### src/rtl/jtpang_busctl_pkg.sv
// Shared types and constants for the CPU-side object DMA bus responder.
package jtpang_busctl_pkg;

  localparam int unsigned MAXGRANT_DEF = 1024;
  localparam int unsigned CW_DEF       = 11;
  localparam int unsigned CPU_AW       = 12;
  localparam int unsigned DMA_AW       = 9;

  // Bus ownership phases of the DMA handshake
  typedef enum logic [1:0] {
    ST_IDLE  = 2'd0,
    ST_WAIT  = 2'd1,
    ST_GRANT = 2'd2,
    ST_REL   = 2'd3
  } state_t;

endpackage

### src/rtl/jtpang_busctl_if.sv
// Z80-side bus, VRAM address port and DMA handshake signals of the responder.
interface jtpang_busctl_if;
  import jtpang_busctl_pkg::*;

  logic              cpu_cen;
  logic              cpu_cen_g;
  logic              mreq_n;
  logic              iorq_n;
  logic              wr_n;
  logic              dma_cs;
  logic [CPU_AW-1:0] cpu_addr;
  logic [DMA_AW-1:0] dma_addr;
  logic [CPU_AW-1:0] vram_addr;
  logic              dma_go;
  logic              busrq;
  logic              busak_n;
  logic              dma_busy;
  logic              wdog_err;

  // Responder side (the bus controller)
  modport slave (
    input  cpu_cen, mreq_n, iorq_n, wr_n, dma_cs, cpu_addr, dma_addr, busrq,
    output cpu_cen_g, vram_addr, dma_go, busak_n, dma_busy, wdog_err
  );

  // Environment side (CPU, decoder and object engine)
  modport master (
    output cpu_cen, mreq_n, iorq_n, wr_n, dma_cs, cpu_addr, dma_addr, busrq,
    input  cpu_cen_g, vram_addr, dma_go, busak_n, dma_busy, wdog_err
  );

endinterface

### src/rtl/jtpang_busctl_wdog.sv
// Grant-length watchdog: clearable up-counter with a terminal-count flag.
module jtpang_busctl_wdog
  import jtpang_busctl_pkg::*;
#(
  parameter int unsigned MAXGRANT = MAXGRANT_DEF,
  parameter int unsigned CW       = CW_DEF
) (
  input  logic clk,
  input  logic rst_n,
  input  logic clr,
  input  logic en,
  output logic tc_c
);

  // Last count of a grant; the grant lasts MAXGRANT cycles (counts 0..MAXGRANT-1)
  localparam logic [CW-1:0] LAST = CW'(MAXGRANT - 1);

  logic [CW-1:0] cnt;

  // Count grant cycles, holding at the terminal value
  always_ff @(posedge clk) begin
    if (!rst_n || clr) begin
      cnt <= '0;
    end else if (en && (cnt != LAST)) begin
      cnt <= cnt + CW'(1);
    end
  end

  assign tc_c = en && (cnt == LAST);

endmodule

### src/rtl/jtpang_busctl.sv
// CPU-side bus responder: DMA trigger, Z80 bus grant/release and VRAM address steering.
module jtpang_busctl
  import jtpang_busctl_pkg::*;
#(
  parameter int unsigned MAXGRANT = MAXGRANT_DEF,
  parameter int unsigned CW       = CW_DEF
) (
  input  logic            clk,
  input  logic            rst_n,
  jtpang_busctl_if.slave  bus
);

  state_t state;
  state_t state_nxt;

  logic halt;
  logic halt_nxt;
  logic busak_n_r;
  logic busak_nxt;
  logic dma_go_r;
  logic go_nxt;
  logic busy_r;
  logic busy_nxt;
  logic wdog_r;
  logic wdog_nxt;
  logic wr_n_l;

  logic in_grant_c;
  logic trig_c;
  logic bus_idle_c;
  logic wdog_tc_c;

  assign in_grant_c = (state == ST_GRANT);

  // Write strobe ending on the trigger address; ignored unless the block is free
  assign trig_c = bus.wr_n & ~wr_n_l & ~bus.dma_cs & (state == ST_IDLE) & ~busy_r;

  // Z80 T-state boundary with no memory or I/O cycle in flight
  assign bus_idle_c = bus.cpu_cen & bus.mreq_n & bus.iorq_n;

  jtpang_busctl_wdog #(
    .MAXGRANT (MAXGRANT),
    .CW       (CW)
  ) u_wdog (
    .clk   (clk),
    .rst_n (rst_n),
    .clr   (~in_grant_c),
    .en    (in_grant_c),
    .tc_c  (wdog_tc_c)
  );

  // Next-state and registered-output decode
  always_comb begin
    state_nxt = state;
    go_nxt    = 1'b0;
    busy_nxt  = busy_r;
    wdog_nxt  = wdog_r;

    if (trig_c) begin
      go_nxt   = 1'b1;
      busy_nxt = 1'b1;
    end

    case (state)
      ST_IDLE: begin
        if (bus.busrq) state_nxt = ST_WAIT;
      end
      ST_WAIT: begin
        if (!bus.busrq)     state_nxt = ST_IDLE;
        else if (bus_idle_c) state_nxt = ST_GRANT;
      end
      ST_GRANT: begin
        // A normal request drop wins over a coincident watchdog expiry
        if (!bus.busrq) begin
          state_nxt = ST_REL;
        end else if (wdog_tc_c) begin
          state_nxt = ST_REL;
          wdog_nxt  = 1'b1;
        end
      end
      ST_REL: begin
        // Stay released (CPU still frozen) until the engine withdraws its request
        if (!bus.busrq) begin
          state_nxt = ST_IDLE;
          busy_nxt  = 1'b0;
        end
      end
      default: state_nxt = ST_IDLE;
    endcase

    busak_nxt = (state_nxt != ST_GRANT);
    halt_nxt  = (state_nxt == ST_GRANT) || (state_nxt == ST_REL);
  end

  // State and output registers
  always_ff @(posedge clk) begin
    if (!rst_n) begin
      state     <= ST_IDLE;
      halt      <= 1'b0;
      busak_n_r <= 1'b1;
      dma_go_r  <= 1'b0;
      busy_r    <= 1'b0;
      wdog_r    <= 1'b0;
      wr_n_l    <= 1'b1;
    end else begin
      state     <= state_nxt;
      halt      <= halt_nxt;
      busak_n_r <= busak_nxt;
      dma_go_r  <= go_nxt;
      busy_r    <= busy_nxt;
      wdog_r    <= wdog_nxt;
      wr_n_l    <= bus.wr_n;
    end
  end

  assign bus.busak_n   = busak_n_r;
  assign bus.dma_go    = dma_go_r;
  assign bus.dma_busy  = busy_r;
  assign bus.wdog_err  = wdog_r;
  assign bus.cpu_cen_g = bus.cpu_cen & ~halt;
  assign bus.vram_addr = busak_n_r ? bus.cpu_addr : CPU_AW'(bus.dma_addr);

endmodule

### src/flat_wrapper.sv
// flat-port wrapper written by rule: the top's interface ports become plain ports
module jtpang_busctl_flat import jtpang_busctl_pkg::*;
#(
  parameter int unsigned MAXGRANT = MAXGRANT_DEF,
  parameter int unsigned CW       = CW_DEF
)
  (clk, rst_n, bus_cpu_cen, bus_mreq_n, bus_iorq_n, bus_wr_n, bus_dma_cs, bus_cpu_addr, bus_dma_addr, bus_busrq, bus_cpu_cen_g, bus_vram_addr, bus_dma_go, bus_busak_n, bus_dma_busy, bus_wdog_err);
  jtpang_busctl_if bus_i ();
  input  logic clk;
  input  logic rst_n;
  input wire logic [$bits(bus_i.cpu_cen)-1:0] bus_cpu_cen;
  input wire logic [$bits(bus_i.mreq_n)-1:0] bus_mreq_n;
  input wire logic [$bits(bus_i.iorq_n)-1:0] bus_iorq_n;
  input wire logic [$bits(bus_i.wr_n)-1:0] bus_wr_n;
  input wire logic [$bits(bus_i.dma_cs)-1:0] bus_dma_cs;
  input wire logic [$bits(bus_i.cpu_addr)-1:0] bus_cpu_addr;
  input wire logic [$bits(bus_i.dma_addr)-1:0] bus_dma_addr;
  input wire logic [$bits(bus_i.busrq)-1:0] bus_busrq;
  output wire logic [$bits(bus_i.cpu_cen_g)-1:0] bus_cpu_cen_g;
  output wire logic [$bits(bus_i.vram_addr)-1:0] bus_vram_addr;
  output wire logic [$bits(bus_i.dma_go)-1:0] bus_dma_go;
  output wire logic [$bits(bus_i.busak_n)-1:0] bus_busak_n;
  output wire logic [$bits(bus_i.dma_busy)-1:0] bus_dma_busy;
  output wire logic [$bits(bus_i.wdog_err)-1:0] bus_wdog_err;
  assign bus_i.cpu_cen = bus_cpu_cen;
  assign bus_i.mreq_n = bus_mreq_n;
  assign bus_i.iorq_n = bus_iorq_n;
  assign bus_i.wr_n = bus_wr_n;
  assign bus_i.dma_cs = bus_dma_cs;
  assign bus_i.cpu_addr = bus_cpu_addr;
  assign bus_i.dma_addr = bus_dma_addr;
  assign bus_i.busrq = bus_busrq;
  assign bus_cpu_cen_g = bus_i.cpu_cen_g;
  assign bus_vram_addr = bus_i.vram_addr;
  assign bus_dma_go = bus_i.dma_go;
  assign bus_busak_n = bus_i.busak_n;
  assign bus_dma_busy = bus_i.dma_busy;
  assign bus_wdog_err = bus_i.wdog_err;
  jtpang_busctl #(.MAXGRANT(MAXGRANT), .CW(CW)) u_core (.clk(clk), .rst_n(rst_n), .bus(bus_i));
endmodule
### config.mk
export PLATFORM = sky130hd
export DESIGN_NAME = jtpang_busctl_flat
export DESIGN_NICKNAME = d
export VERILOG_FILES = /design/src/rtl/jtpang_busctl_pkg.sv /design/src/rtl/jtpang_busctl_if.sv /design/src/rtl/jtpang_busctl_wdog.sv /design/src/rtl/jtpang_busctl.sv /design/src/flat_wrapper.sv
export SDC_FILE = /design/constraint.sdc
export NUM_CORES = 1
export LEC_CHECK = 0
export CORE_MARGIN = 1.5
export CORE_UTILIZATION = 54
export DETAILED_ROUTE_END_ITERATION = 7
export DONT_BUFFER_PORTS = 1
export GPL_TIMING_DRIVEN = 0
export PLACE_DENSITY_LB_ADDON = 0.12
export SYNTH_ARGS = -nofsm -noshare
export SYNTH_HDL_FRONTEND = slang
export SYNTH_SLANG_ARGS = --single-unit
### constraint.sdc
create_clock -name clk -period 1.6 [get_ports clk]
set_clock_uncertainty 0.1 [all_clocks]
set_input_delay 0.24 -clock clk [delete_from_list [all_inputs] [get_ports clk]]
set_output_delay 0.24 -clock clk [all_outputs]
set_load 0.01 [all_outputs]
# Word-level counts from Yosys, hierarchy flattened
# Cells that the tools add are included.
# word_totals
input_bits	29
register_bits	19
wordCells	48
out_inout_bits	17
# op_classes
eq_ne	8
reduce_logical	7
bitwise_logic	12
muxes	12
n_addsub	1
# op_table
operator	n
2-to-1 mux 12 bit	1
2-to-1 mux 2 bit	6
adder 11 x 1 -> 11 bit (second input constant)	1
== test 11 x 10 -> 1 bit (second input constant)	1
!= test 11 x 10 -> 1 bit (second input constant)	1
== test 2 bit (second input constant)	4
case mux 2 bit (4 select lines)	1
bitwise AND 1 bit	7
inverter 1 bit	5
2-to-1 mux 1 bit	4
AND reduction 3 bit	1
== test 2 x 1 -> 1 bit (second input constant)	1
logical AND 1 bit	2
zero test 2 bit	1
logical OR 1 bit	2
!= test 2 bit (second input constant)	1
zero test 1 bit	1

# Logic depth before layout (Yosys ltp)
# logic_depth
depth_word	8
depth_mapped	5
mapped_depth_nobuf	5

# Hierarchy
# From an unflattened synthesis, not the netlist that was laid out.
# hier_totals
hier_cells	107
area_unflattened_um2	955.9
# modules_own_cells
module	cells_each	area_each_um2	instances	seq_area_each_um2
jtpang_busctl_wdog	63	529.3	1	220.2
jtpang_busctl	44	426.7	1	160.2

# Least setup slack after synthesis
# OpenSTA, ideal clock, no wires.
# synth_path
kind	reg2reg
start	reg u_core.u_wdog.cnt[0]
end	reg u_core.u_wdog.cnt[7]
n_path_buf	0
required_time_ns	1.430
setup_ns	0.070
period_less_slack_ns	1.595
setup_slack_ns	0.005
path_stages_with_launch	6
arrival_ns	1.425
cell_sequence	dfxtp_1 > ha_1 > and3_2 > nor3b_1 > or4_1 > a21oi_1
# synth_via
elab_chain_cells	2
elab_cells_between_ends	3
classes_between	add/sub: 1; eq/ne: 1; reduce/logical: 1
# synth_rtl
element	line_no	rtl
start, declared	jtpang_busctl_wdog.sv:18	logic [CW-1:0] cnt;
start signal, assigned	jtpang_busctl_wdog.sv:25	cnt <= cnt + CW'(1);
branches (longest 2 deep; another with adder 11 x 1 -> 11 bit)	n/a	
# Parallel ways; which one is timed is not known.
# A chain may end at the register's enable or synchronous reset.

# Worst setup path after layout
# layout_path
start	reg u_core.u_wdog.cnt[1]
end	reg u_core.u_wdog.cnt[7]
# The elaborated chain is that of the path after synthesis.

==> flow_summary.yaml <==
grt:
  gr-usage-met2_pct: 36.5
  grt-busiest-layer: "met2"
  grt_max_degree: 11
  overflow: 0
  antenna_found_initial: 0
  gr-usage-met1_pct: 26.3
  grtUsageTotal_pct: 22.0
  grt_pass1_wl_mm: 3.13
  first_global_vias: 738
  met3_usage_pct: 4.90
worst_setup_path:
  cpMaxStageDelayCell: "or4_1"
  startpoint: "u_core.u_wdog.cnt[1]$_SDFFE_PP0P_"
  r2r_start: "u_core.u_wdog.cnt[1]$_SDFFE_PP0P_"
  path_max_fanout: 5
  crit_cells: 5
  worstPathCellList: "ha_4 -> and3_4 -> nor3b_4 -> or4_1 -> a21oi_2"
  crit_family: "simple AND/OR/NAND/NOR gates"
  crit_buf_inv: 0
  startpoint_type: "flip-flop"
  worstPathRequired_ns: 1.74
  crit_type: "flip-flop to flip-flop"
  endpoint_kind: "flip-flop"
  r2r-end: "u_core.u_wdog.cnt[7]$_SDFFE_PP0P_"
  crit_path_max_incr_delay_ns: 0.49
  reg2reg_depth: 5
  crit_end: "u_core.u_wdog.cnt[7]$_SDFFE_PP0P_"
  reg2reg_slack_ns: -0.03
  worstPathArrival_ns: 1.77
route:
  drc: 6
  wl_per_cell_um: 16.1
  vias: 797
  drtPass1Iterations: 7
  wirelength_mm: 2.00
  drtIter0Drc: 17
  via_per_inst: 6.43
  ant_nets: 0
power:
  internal-power_uw: 617
  comb_power_share_pct: 6.6
  clkPwrFrac_pct: 35.9
  p_per_area_mw_per_mm2: 724
  peakVddDrop_mv: 0.587
  finalPower_uw: 794
  leakage_uw: 0.000397
  switchingPower_uw: 178
  seqPwrFrac_pct: 57.4
  p_sw_share_pct: 22.4
place:
  dp.cells: 114
  gp_congestion: 0.771
  hpwl_mm: 1.34
  port_buffers: 0
run:
  drv_cap: 0
final_layout:
  fill_cells: 117
  drive_gt1_share_pct: 28.7
  utilization_pct: 70.4
  antennaDiodeCount: 0
  stdcell_count: 124
  syn_to_final_growth_pct: 17.6
  fin_nets: 139
logic_synthesis:
  yosysWarnings: 0
  ys_ff_latch: 18
  synth-compound-area-share_pct: 15.4
  yosysMostFrequentCell: "dfxtp_1"
  yosys.area.top_type_share_pct: 38.6
  synth-simple-area-share_pct: 28.8
  yosys.area_share.adder_pct: 1.34
  synth_top_family_by_area: "simple AND/OR/NAND/NOR gates"
  synth_mux_area_share_pct: 11.9
  avgSynthCellArea_um2: 9.52
  synth_xor_area_share_pct: 1.88
  yosys_most_used_dff: "dfxtp_1"
  synth_top_cell_by_area: "dfxtp_1"
  synth_commonest_cells: "dfxtp_1, mux2_2, a21oi_1, and2_1"
  synth-edff-count: 0
  yosysSeqAreaShare_pct: 38.6
  syn-num-nets: 128
  yosysUniqueCellTypes: 37
  syn-instance-count: 98
  synthArstFlopShare_pct: 0
  synth_area_leaders: "dfxtp_1, mux2_2, and2_1"
  synth_area_um2: 933
clock_tree:
  cts-htree-levels: 1
  cts_tree: "built"
  clockRootBuffer: "clkbuf_4"
  cts.clk_slew.worst_paths_ns: 0.10
  cts_buffer_depth: 2
  clk_latency_ns: 0.30
  cts_sinks: 18
  numCtsBuffers: 3
die:
  die-width_um: 44.6
  ios: 46
  die_area_mm2: 0.00199
  start_util_pct: 59.9
  fp.dieH_um: 44.6
  core_mm2: 0.00156
  rows: 14
sta:
  hold_viol_final: 0
  tightest_slew_ns: 0.297
  rsz0062_at_grt: "yes"
  hold-worst-slack_ns: 0.0208
  fmax_mhz: 613
  setup_ws_ns: -0.0317
  finalSetupTns_ns: -0.0317
  setup_viol: 1
  fin_crit_ns: 1.63
  period_share_pct: 102
  max_slew_margin_pct: 80.2
  slew_viol_final: 0
outcome:
  outcome: "finished with violations"
  violations: "DRC, setup timing"
min_path:
  hp-class: "input pin to flip-flop"
-- cell usage in the layout (no fill, tap or decap), drive strengths merged, types with 4 or more instances in the layout --
cell	n
nand2	5
mux2	9
inv	4
nor2	5
and2	7
buf	4
clkbuf	4
dfxtp	18
a31oi	4
o21ai	6
nand3	4
a21oi	6
-- repair_timing --
action	4_1_cts	5_1_grt
endpoints found under the hold margin	6	0
hold buffers	3	0
endpoints found under the setup margin	14	12
buffers inserted	2	1
pin swaps	0	3
resized for setup	6	9
-- worst min-delay path by stage --
stage / startpoint / endpoint / slack (ns) / depth (start not counted)
floorplan: bus_busrq / u_core.bus.busak_n$_SDFF_PN1_ / 0.21 / 1
global placement: rst_n / u_core.wr_n_l$_SDFF_PN1_ / 0.21 / 1
detailed placement: rst_n / u_core.wr_n_l$_SDFF_PN1_ / 0.22 / 1
CTS: rst_n / u_core.halt$_SDFF_PN0_ / 0.01 / 2
global route: rst_n / u_core.halt$_SDFF_PN0_ / 0.02 / 2
finish: rst_n / u_core.halt$_SDFF_PN0_ / 0.02 / 2
-- per-layer routing --
| metal | up-vias | wire [um] |
|---|---|---|
| met5 | - | 0 |
| met4 | 0 | 39 |
| met3 | 4 | 136 |
| met2 | 40 | 981 |
| met1 | 362 | 843 |
| li1 | 391 | - |
-- worst register-to-register path: cells and delay by family, from the launching register on --
kind / cells / cell delay (ns)
adder cells (fa/ha/maj): 1 / 0.17
flip-flops: 1 / 0.35
AND/OR/NAND/NOR: 3 / 0.82
AO/OA/AOI/OAI: 1 / 0.12
-- metrics by stage --
stage	setup slack, ns	cell area (um^2)
CTS	-0.0479	1050
detailed placement	-0.111	953
global placement	-0.0690	953
floorplan	0.00477	933
finish	-0.0317	1100
global route	-0.0868	1100
-- flip-flops by register name (all words and copies together), names as in the netlist --
signal / flops
u_core.halt: 1
u_core.u_wdog.cnt: 11
u_core.state: 1
u_core.bus.dma_go: 1
u_core.bus.busak_n: 1
u_core.bus.wdog_err: 1
u_core.bus.dma_busy: 1
u_core.wr_n_l: 1
-- layout make-up --
type / instances / area [um^2] / area share [%]
Clock buffer: 4 / 36.3 / 3.31
Sequential cell: 18 / 368 / 33.5
Timing Repair Buffer: 6 / 52.6 / 4.79
Inverter: 4 / 15.0 / 1.37
Tap cell: 16 / 20.0 / 1.82
Buffer: 1 / 11.3 / 1.03
Multi-Input combinational cell: 75 / 594 / 54.2
-- power by group through the flow --
stage / combinational, uW / sequential (uW) / clock (uW)
floorplan: 39.9 / 467 / 0
global placement: 43.8 / 467 / 0
detailed placement: 43.9 / 468 / 0
CTS: 52.5 / 456 / 292
global route: 57.2 / 457 / 313
finish: 52.7 / 456 / 285
-- kinds of logic (layout without fill, tap and decap cells) --
family / after synthesis / count (layout)
xor gates and xnor gates: 2 / 2
muxes: 10 / 10
buffers and inverters: 5 / 15
AOI/OAI and AO/OA: 23 / 23
and+or+nand+nor: 39 / 39
DFF: 18 / 18
adders and majority gates: 1 / 1
No activity file was read; power rests on OpenSTA's default activity.
